## src/rtl/fp_pkg.sv

```systemverilog
// rtl/fp_pkg.sv - shared widths, constants and FSM state type for the FP normalize/pack path
package fp_pkg;

  localparam int EXP_W = 8;
  localparam int MAN_W = 23;

  localparam logic [EXP_W-1:0] EXP_MAX = 8'hFF;
  localparam logic [31:0]      FP_ZERO = 32'h0;

  typedef enum logic [1:0] {
    IDLE = 2'd0,
    NORM = 2'd1,
    DONE = 2'd2
  } fp_state_t;

endpackage

```

## src/rtl/fp_pack.sv

```systemverilog
// rtl/fp_pack.sv - combinational IEEE-754 single packer with infinity/zero override
module fp_pack
  import fp_pkg::*;
(
  input  logic             signIn,
  input  logic [EXP_W-1:0] expIn,
  input  logic [MAN_W-1:0] fracIn,
  input  logic             forceInf,
  input  logic             forceZero,
  output logic [31:0]      result
);

  // Zero override wins over infinity; zero also drops the sign.
  always_comb begin
    result = {signIn, expIn, fracIn};
    if (forceZero) begin
      result = FP_ZERO;
    end else if (forceInf) begin
      result = {signIn, EXP_MAX, {MAN_W{1'b0}}};
    end
  end

endmodule

```

## src/rtl/fp_normalize_pack.sv

```systemverilog
// rtl/fp_normalize_pack.sv - normalizes an add/sub mantissa sum and packs it as IEEE-754 single
module fp_normalize_pack
  import fp_pkg::*;
(
  input  logic        clk,
  input  logic        rst_n,
  input  logic        in_valid,
  output logic        in_ready,
  input  logic        in_sign,
  input  logic [7:0]  in_exp,
  input  logic [24:0] in_man,
  output logic        out_valid,
  input  logic        out_ready,
  output logic [31:0] out_result,
  output logic        out_ovf,
  output logic        out_unf
);

  fp_state_t state;
  fp_state_t stateNext;

  // Working operand; exponent carries a ninth bit so carry/decrement never wraps.
  logic        signR;
  logic [8:0]  expR;
  logic [24:0] manR;

  // First NORM cycle is the prep step: zero detection and carry right-shift.
  logic        firstCycle;
  logic        zeroFlag;
  logic        ovfFlag;

  logic [31:0] resultR;
  logic        ovfR;
  logic        unfR;

  logic [8:0]  expPlus;
  logic        doShift;
  logic        finishing;
  logic        finishOvf;
  logic        finishUnf;
  logic [31:0] packedWord;

  assign expPlus = expR + 9'd1;

  // Decision order after prep: zero, carry overflow, normalized, underflow, else shift left.
  always_comb begin
    finishOvf = !firstCycle && !zeroFlag && ovfFlag;
    finishUnf = !firstCycle && !zeroFlag && !ovfFlag && !manR[23] && (expR <= 9'd1);
    doShift   = !firstCycle && !zeroFlag && !ovfFlag && !manR[23] && (expR > 9'd1);
    finishing = !firstCycle && !doShift;
  end

  fp_pack uPack (
    .signIn    (signR),
    .expIn     (expR[EXP_W-1:0]),
    .fracIn    (manR[MAN_W-1:0]),
    .forceInf  (finishOvf),
    .forceZero (zeroFlag || finishUnf),
    .result    (packedWord)
  );

  // State register.
  always_ff @(posedge clk or negedge rst_n) begin
    if (!rst_n) begin
      state <= IDLE;
    end else begin
      state <= stateNext;
    end
  end

  // Next-state logic.
  always_comb begin
    stateNext = state;
    case (state)
      IDLE:    if (in_valid) stateNext = NORM;
      NORM:    if (finishing) stateNext = DONE;
      DONE:    if (out_ready) stateNext = IDLE;
      default: stateNext = IDLE;
    endcase
  end

  // Handshake outputs decoded from state.
  always_comb begin
    in_ready  = (state == IDLE);
    out_valid = (state == DONE);
  end

  // Datapath: capture, prep, shift-left normalization and result latch.
  always_ff @(posedge clk or negedge rst_n) begin
    if (!rst_n) begin
      signR      <= 1'b0;
      expR       <= '0;
      manR       <= '0;
      firstCycle <= 1'b0;
      zeroFlag   <= 1'b0;
      ovfFlag    <= 1'b0;
      resultR    <= FP_ZERO;
      ovfR       <= 1'b0;
      unfR       <= 1'b0;
    end else begin
      case (state)
        IDLE: begin
          if (in_valid) begin
            signR      <= in_sign;
            expR       <= {1'b0, in_exp};
            manR       <= in_man;
            firstCycle <= 1'b1;
            zeroFlag   <= 1'b0;
            ovfFlag    <= 1'b0;
          end
        end
        NORM: begin
          if (firstCycle) begin
            firstCycle <= 1'b0;
            zeroFlag   <= (manR == 25'd0) || (expR == 9'd0);
            if (manR[24]) begin
              manR    <= manR >> 1;
              expR    <= expPlus;
              ovfFlag <= (expPlus >= 9'd255);
            end
          end else if (doShift) begin
            manR <= manR << 1;
            expR <= expR - 9'd1;
          end else begin
            resultR <= packedWord;
            ovfR    <= finishOvf;
            unfR    <= finishUnf;
          end
        end
        default: begin
        end
      endcase
    end
  end

  assign out_result = resultR;
  assign out_ovf    = ovfR;
  assign out_unf    = unfR;

endmodule

```

## config.mk

```make
export PLATFORM = sky130hd
export DESIGN_NAME = fp_normalize_pack
export DESIGN_NICKNAME = d
export VERILOG_FILES = /design/src/rtl/fp_pkg.sv /design/src/rtl/fp_pack.sv /design/src/rtl/fp_normalize_pack.sv
export SDC_FILE = /design/constraint.sdc
export NUM_CORES = 1
export LEC_CHECK = 0
export CAP_MARGIN = 40
export CORE_ASPECT_RATIO = 0.75
export CORE_MARGIN = 5
export CORE_UTILIZATION = 40
export CTS_CLUSTER_DIAMETER = 100
export CTS_CLUSTER_SIZE = 8
export DETAILED_ROUTE_END_ITERATION = 8
export HOLD_SLACK_MARGIN = 0.1
export MAX_ROUTING_LAYER = met4
export PLACE_DENSITY = 0.67
export SYNTH_ARGS = -nofsm -noshare
export SYNTH_HDL_FRONTEND = slang
export SYNTH_HIERARCHICAL = 1
export SYNTH_SLANG_ARGS = --single-unit
```

## constraint.sdc

```tcl
create_clock -name clk -period 2.16 [get_ports clk]
set_input_delay 0.54 -clock clk [delete_from_list [all_inputs] [get_ports clk]]
set_output_delay 0.54 -clock clk [all_outputs]
set_load 0.05 [all_outputs]
```

==> tab_implementation.tex <==
\begin{tabular}{lr}
\hline
Metric & Value \\
\hline
\multicolumn{2}{l}{\textbf{Cells and area}} \\
Ant diodes & 0 \\
Core utilization of the finished layout & 0.541 \\
Proportion of layout cells with a drive suffix above 1 & 0.181 \\
\# nets final & between 500 and 600 \\
Layout Cells excl Fill & 651 \\
Fill count & 932 \\
Synthesis-to-layout area growth & 30.5\% \\
\multicolumn{2}{l}{\textbf{Pwr}} \\
Highest ir drop seen on vdd & $\sim$0.76 mV \\
Leakage power & between 2 and 2.5 nW \\
Overall power & approximately 9.6 mW \\
Power per cell area & 1710 mW/mm2 \\
\multicolumn{2}{l}{\textbf{Worst setup path}} \\
Data required time at the worst endpoint & 2.37 ns \\
Capturing point of the worst reg2reg path & out\_result[20]\$\_DFFE\_PN0P\_ \\
Register-to-register setup slack & about 0.024 ns \\
Kind of capture point of the worst setup path & flip-flop \\
Largest fanout of any net on the critical path & 19 \\
Critical register-to-register path startpoint & expR[6]\$\_DFFE\_PN0P\_ \\
Arrival time worst endpoint & 2.35 ns \\
Depth of the most critical reg-to-reg path & 5 \\
Element type at the critical path start & flip-flop \\
Crit path kind & reg2reg \\
\multicolumn{2}{l}{\textbf{Global routing}} \\
Via count of the first global-routing pass & approximately 3600 \\
Maximum number of pins on one net before global-route repair & 49 \\
Overflow left after global routing & 0 \\
All-layer global routing usage & 0.192 \\
Number of antenna violations at the first check in global routing & 0 \\
First-pass GRT wire length & 19.1 mm \\
\multicolumn{2}{l}{\textbf{Floorplan}} \\
Area of the die & $\sim$0.013 mm2 \\
Effective utilization at floorplan & 0.414 \\
Number of top-level pins & 74 \\
Placement Rows & 32 \\
Core area & around 0.010 mm2 \\
Die Span Y & 99.9 um \\
DIE WIDTH & 130 um \\
\multicolumn{2}{l}{\textbf{Clock network}} \\
CTS root buf & clkbuf\_16 \\
Postcts setup bufs & 0 \\
Number of buffers created by CTS & 9 \\
Number of clock sinks & 74 \\
CTS max path bufs & 2 \\
Total of cells resized after clock tree synthesis & 2 \\
Clock latency on the worst-skew pair & 0.33 ns \\
Clock-pin slew reported for the worst setup and hold paths after clock tree synthesis & 0.06 ns \\
Post-CTS Hold Buffers & 0 \\
Clock tree from TritonCTS & done \\
Htree depth & 3 \\
\multicolumn{2}{l}{\textbf{STA}} \\
Slew @ Worst Pin & 0.635 ns \\
Final count of pins violating max slew & 0 \\
Worst relative slew slack & 0.576 \\
Number of endpoints with negative hold slack in the final report & 0 \\
Final period util & 0.989 \\
Max Freq & around 0.47 GHz \\
Clock skew after layout & around 0.0084 ns \\
Final setup slack of the worst path & 0.0240 ns \\
WHS & 0.126 ns \\
Finish-stage setup viols & 0 \\
Min Clock Period, post-route & 2.14 ns \\
\multicolumn{2}{l}{\textbf{Synth}} \\
Share of the yosys chip area belonging to registers & 0.429 \\
Mean instance size in the synthesized netlist & 9.99 um2 \\
Summed instance area of the synthesized netlist & roughly 0.0043 mm2 \\
Number of register bits inferred by synthesis & 74 \\
Proportion of synthesized flip-flops having asynchronous set or reset & 1.00 \\
Number of different library cells in the post-synthesis netlist & 52 \\
Gate Count Post-Synth & 432 \\
Number of warnings printed during yosys synthesis & 6 \\
Number of synthesized flops with an enable pin & 0 \\
Leading register cell type out of synthesis & dfrtp\_1 \\
Number of nets in the synthesized netlist & 475 \\
\multicolumn{2}{l}{\textbf{Drt}} \\
Per-cell via count in the routed design & 5.56 \\
Total Wirelength & 11.8 mm \\
Vias & 3617 \\
Remaining design rule violation count & 0 \\
Starting DRC count in detailed routing & just under 300 \\
Antenna violation net count after detailed routing & 0 \\
Pre-antenna DRT Iters & 5 \\
Average wire length per cell after detail routing & between 15 and 20 um \\
\multicolumn{2}{l}{\textbf{Place}} \\
Placed instance count & 637 \\
Input/output buffers & 73 \\
Gpl congestion & slightly above 0.9 \\
Pre-CTS worst setup slack & -0.0555 ns \\
DP Wirelength & roughly 8.3 mm \\
\multicolumn{2}{l}{\textbf{Worst hold path}} \\
Worst min-delay path category & in2async \\
\multicolumn{2}{l}{\textbf{Job}} \\
Max capacitance violation total & 0 \\
\multicolumn{2}{l}{\textbf{Run status}} \\
Status & completed \\
\hline
\end{tabular}
placed cells by master (no fill, tap or decap), drive strengths merged, types with 3 or more instances in the layout:
cell	n
a31oi	5
o21ba	10
a21oi	35
nand3	4
nor4	12
inv	4
dfrtp	74
and3	5
nor3	4
clkbuf	11
buf	41
and2	3
xnor2	3
mux2i	22
clkdlybuf4s50	64
nand4	3
ha	5
nand2b	3
nor3b	25
o22ai	3
mux2	34
nand2	41
o21ai	38
nor2b	4
nor2	33
routing by layer:
layer	track usage	share of wire	wire [um]	up-vias
met5	-	0	0	-
met4	0.0407	0.0023	27	0
met3	0.0468	0.073	863	3
met2	0.256	0.41	4820	154
met1	0.294	0.52	6070	1751
li1	-	-	-	1709
through the flow:
| stage | cell area [um2] | setup TNS, ns |
|---|---|---|
| 2_1_floorplan | 4320 | 0 |
| 3_3_place_gp | 5330 | -0.0504 |
| 3_5_place_dp | 5330 | -0.0998 |
| 4_1_cts | 5600 | 0 |
| 5_1_grt | 5630 | -0.0115 |
| 6_report | 5630 | 0 |
critical path, stage by stage (launching register included):
cell and delay [ns]:
dfrtp_1 0.39, or4_4 0.57, o31ai_4 0.26, and2_2 0.26
buf_12 0.18, mux2_1 0.34
flip-flops by register name (all words and copies together), names as in the netlist:
name	flops
expR	9
firstCycle	1
manR	25
out_ovf	1
out_result	32
out_unf	1
ovfFlag	1
signR	1
state	2
zeroFlag	1
area by class of cell:
cell class	instances	area, um2	area share
clock inverters	3	17.5	0.00311
inverters	4	15.0	0.00267
well taps	136	170	0.0302
clock buffers	11	243	0.0431
flip-flops and latches	74	1850	0.329
repair buffers	105	1060	0.189
multi-input cells	318	2270	0.403
synth_stat cells (2+ instances only):
library cell | n | area, um2
buf_4 | 3 | 22.5
o21ba_1 | 5 | 50.1
a221oi_1 | 2 | 17.5
and3_1 | 5 | 31.3
o21ai_1 | 32 | 160
buf_6 | 7 | 78.8
nand3_1 | 4 | 20.0
o21ba_2 | 5 | 50.1
ha_1 | 5 | 62.6
o21ai_0 | 6 | 30.0
nand2_1 | 41 | 154
nor2b_1 | 4 | 25.0
buf_2 | 11 | 55.1
xnor2_1 | 3 | 26.3
dfrtp_1 | 74 | 1850
nand2b_1 | 3 | 18.8
o22ai_1 | 3 | 18.8
xor2_1 | 2 | 17.5
nor3_1 | 4 | 20.0
o211ai_1 | 2 | 15.0
nand4_1 | 3 | 18.8
o22a_1 | 2 | 17.5
nor3b_1 | 5 | 37.5
nor3b_2 | 20 | 250
mux2_1 | 33 | 372
a21oi_1 | 35 | 175
nor4_1 | 11 | 68.8
and2_1 | 3 | 18.8
clkbuf_1 | 15 | 56.3
a31oi_1 | 5 | 31.3
a211oi_1 | 2 | 15.0
mux2i_1 | 22 | 220
inv_1 | 4 | 15.0
nor2_1 | 33 | 124
cells by family after synthesis:
kind of cell	after synthesis	synth area share
compound gates	109	0.157
xor+xnor	5	0.0102
fa+ha+maj	5	0.0145
buf+inv	40	0.0528
flops	74	0.429
mux	56	0.140
simple gates	143	0.197
worst max path at each step:
stage                         from                          to  slack (ns)  depth (start not counted)
6_report       expR[6]$_DFFE_PN0P_  out_result[20]$_DFFE_PN0P_        0.02                          5
3_3_place_gp              in_valid         expR[2]$_DFFE_PN0P_       -0.05                          7
3_5_place_dp              in_valid         expR[2]$_DFFE_PN0P_       -0.06                          7
4_1_cts        expR[6]$_DFFE_PN0P_  out_result[31]$_DFFE_PN0P_       0.004                          6
2_1_floorplan  expR[6]$_DFFE_PN0P_  out_result[24]$_DFFE_PN0P_        0.03                          7
5_1_grt        expR[7]$_DFFE_PN0P_  out_result[20]$_DFFE_PN0P_       -0.01                          5
power breakdown:
group / internal, mW / total (mW) / switching [mW]
combinational: 2.36 / 5.72 / 3.37
sequential: 2.02 / 2.55 / 0.528
clock: 0.792 / 1.35 / 0.556
(Power assumes the default switching activity.)
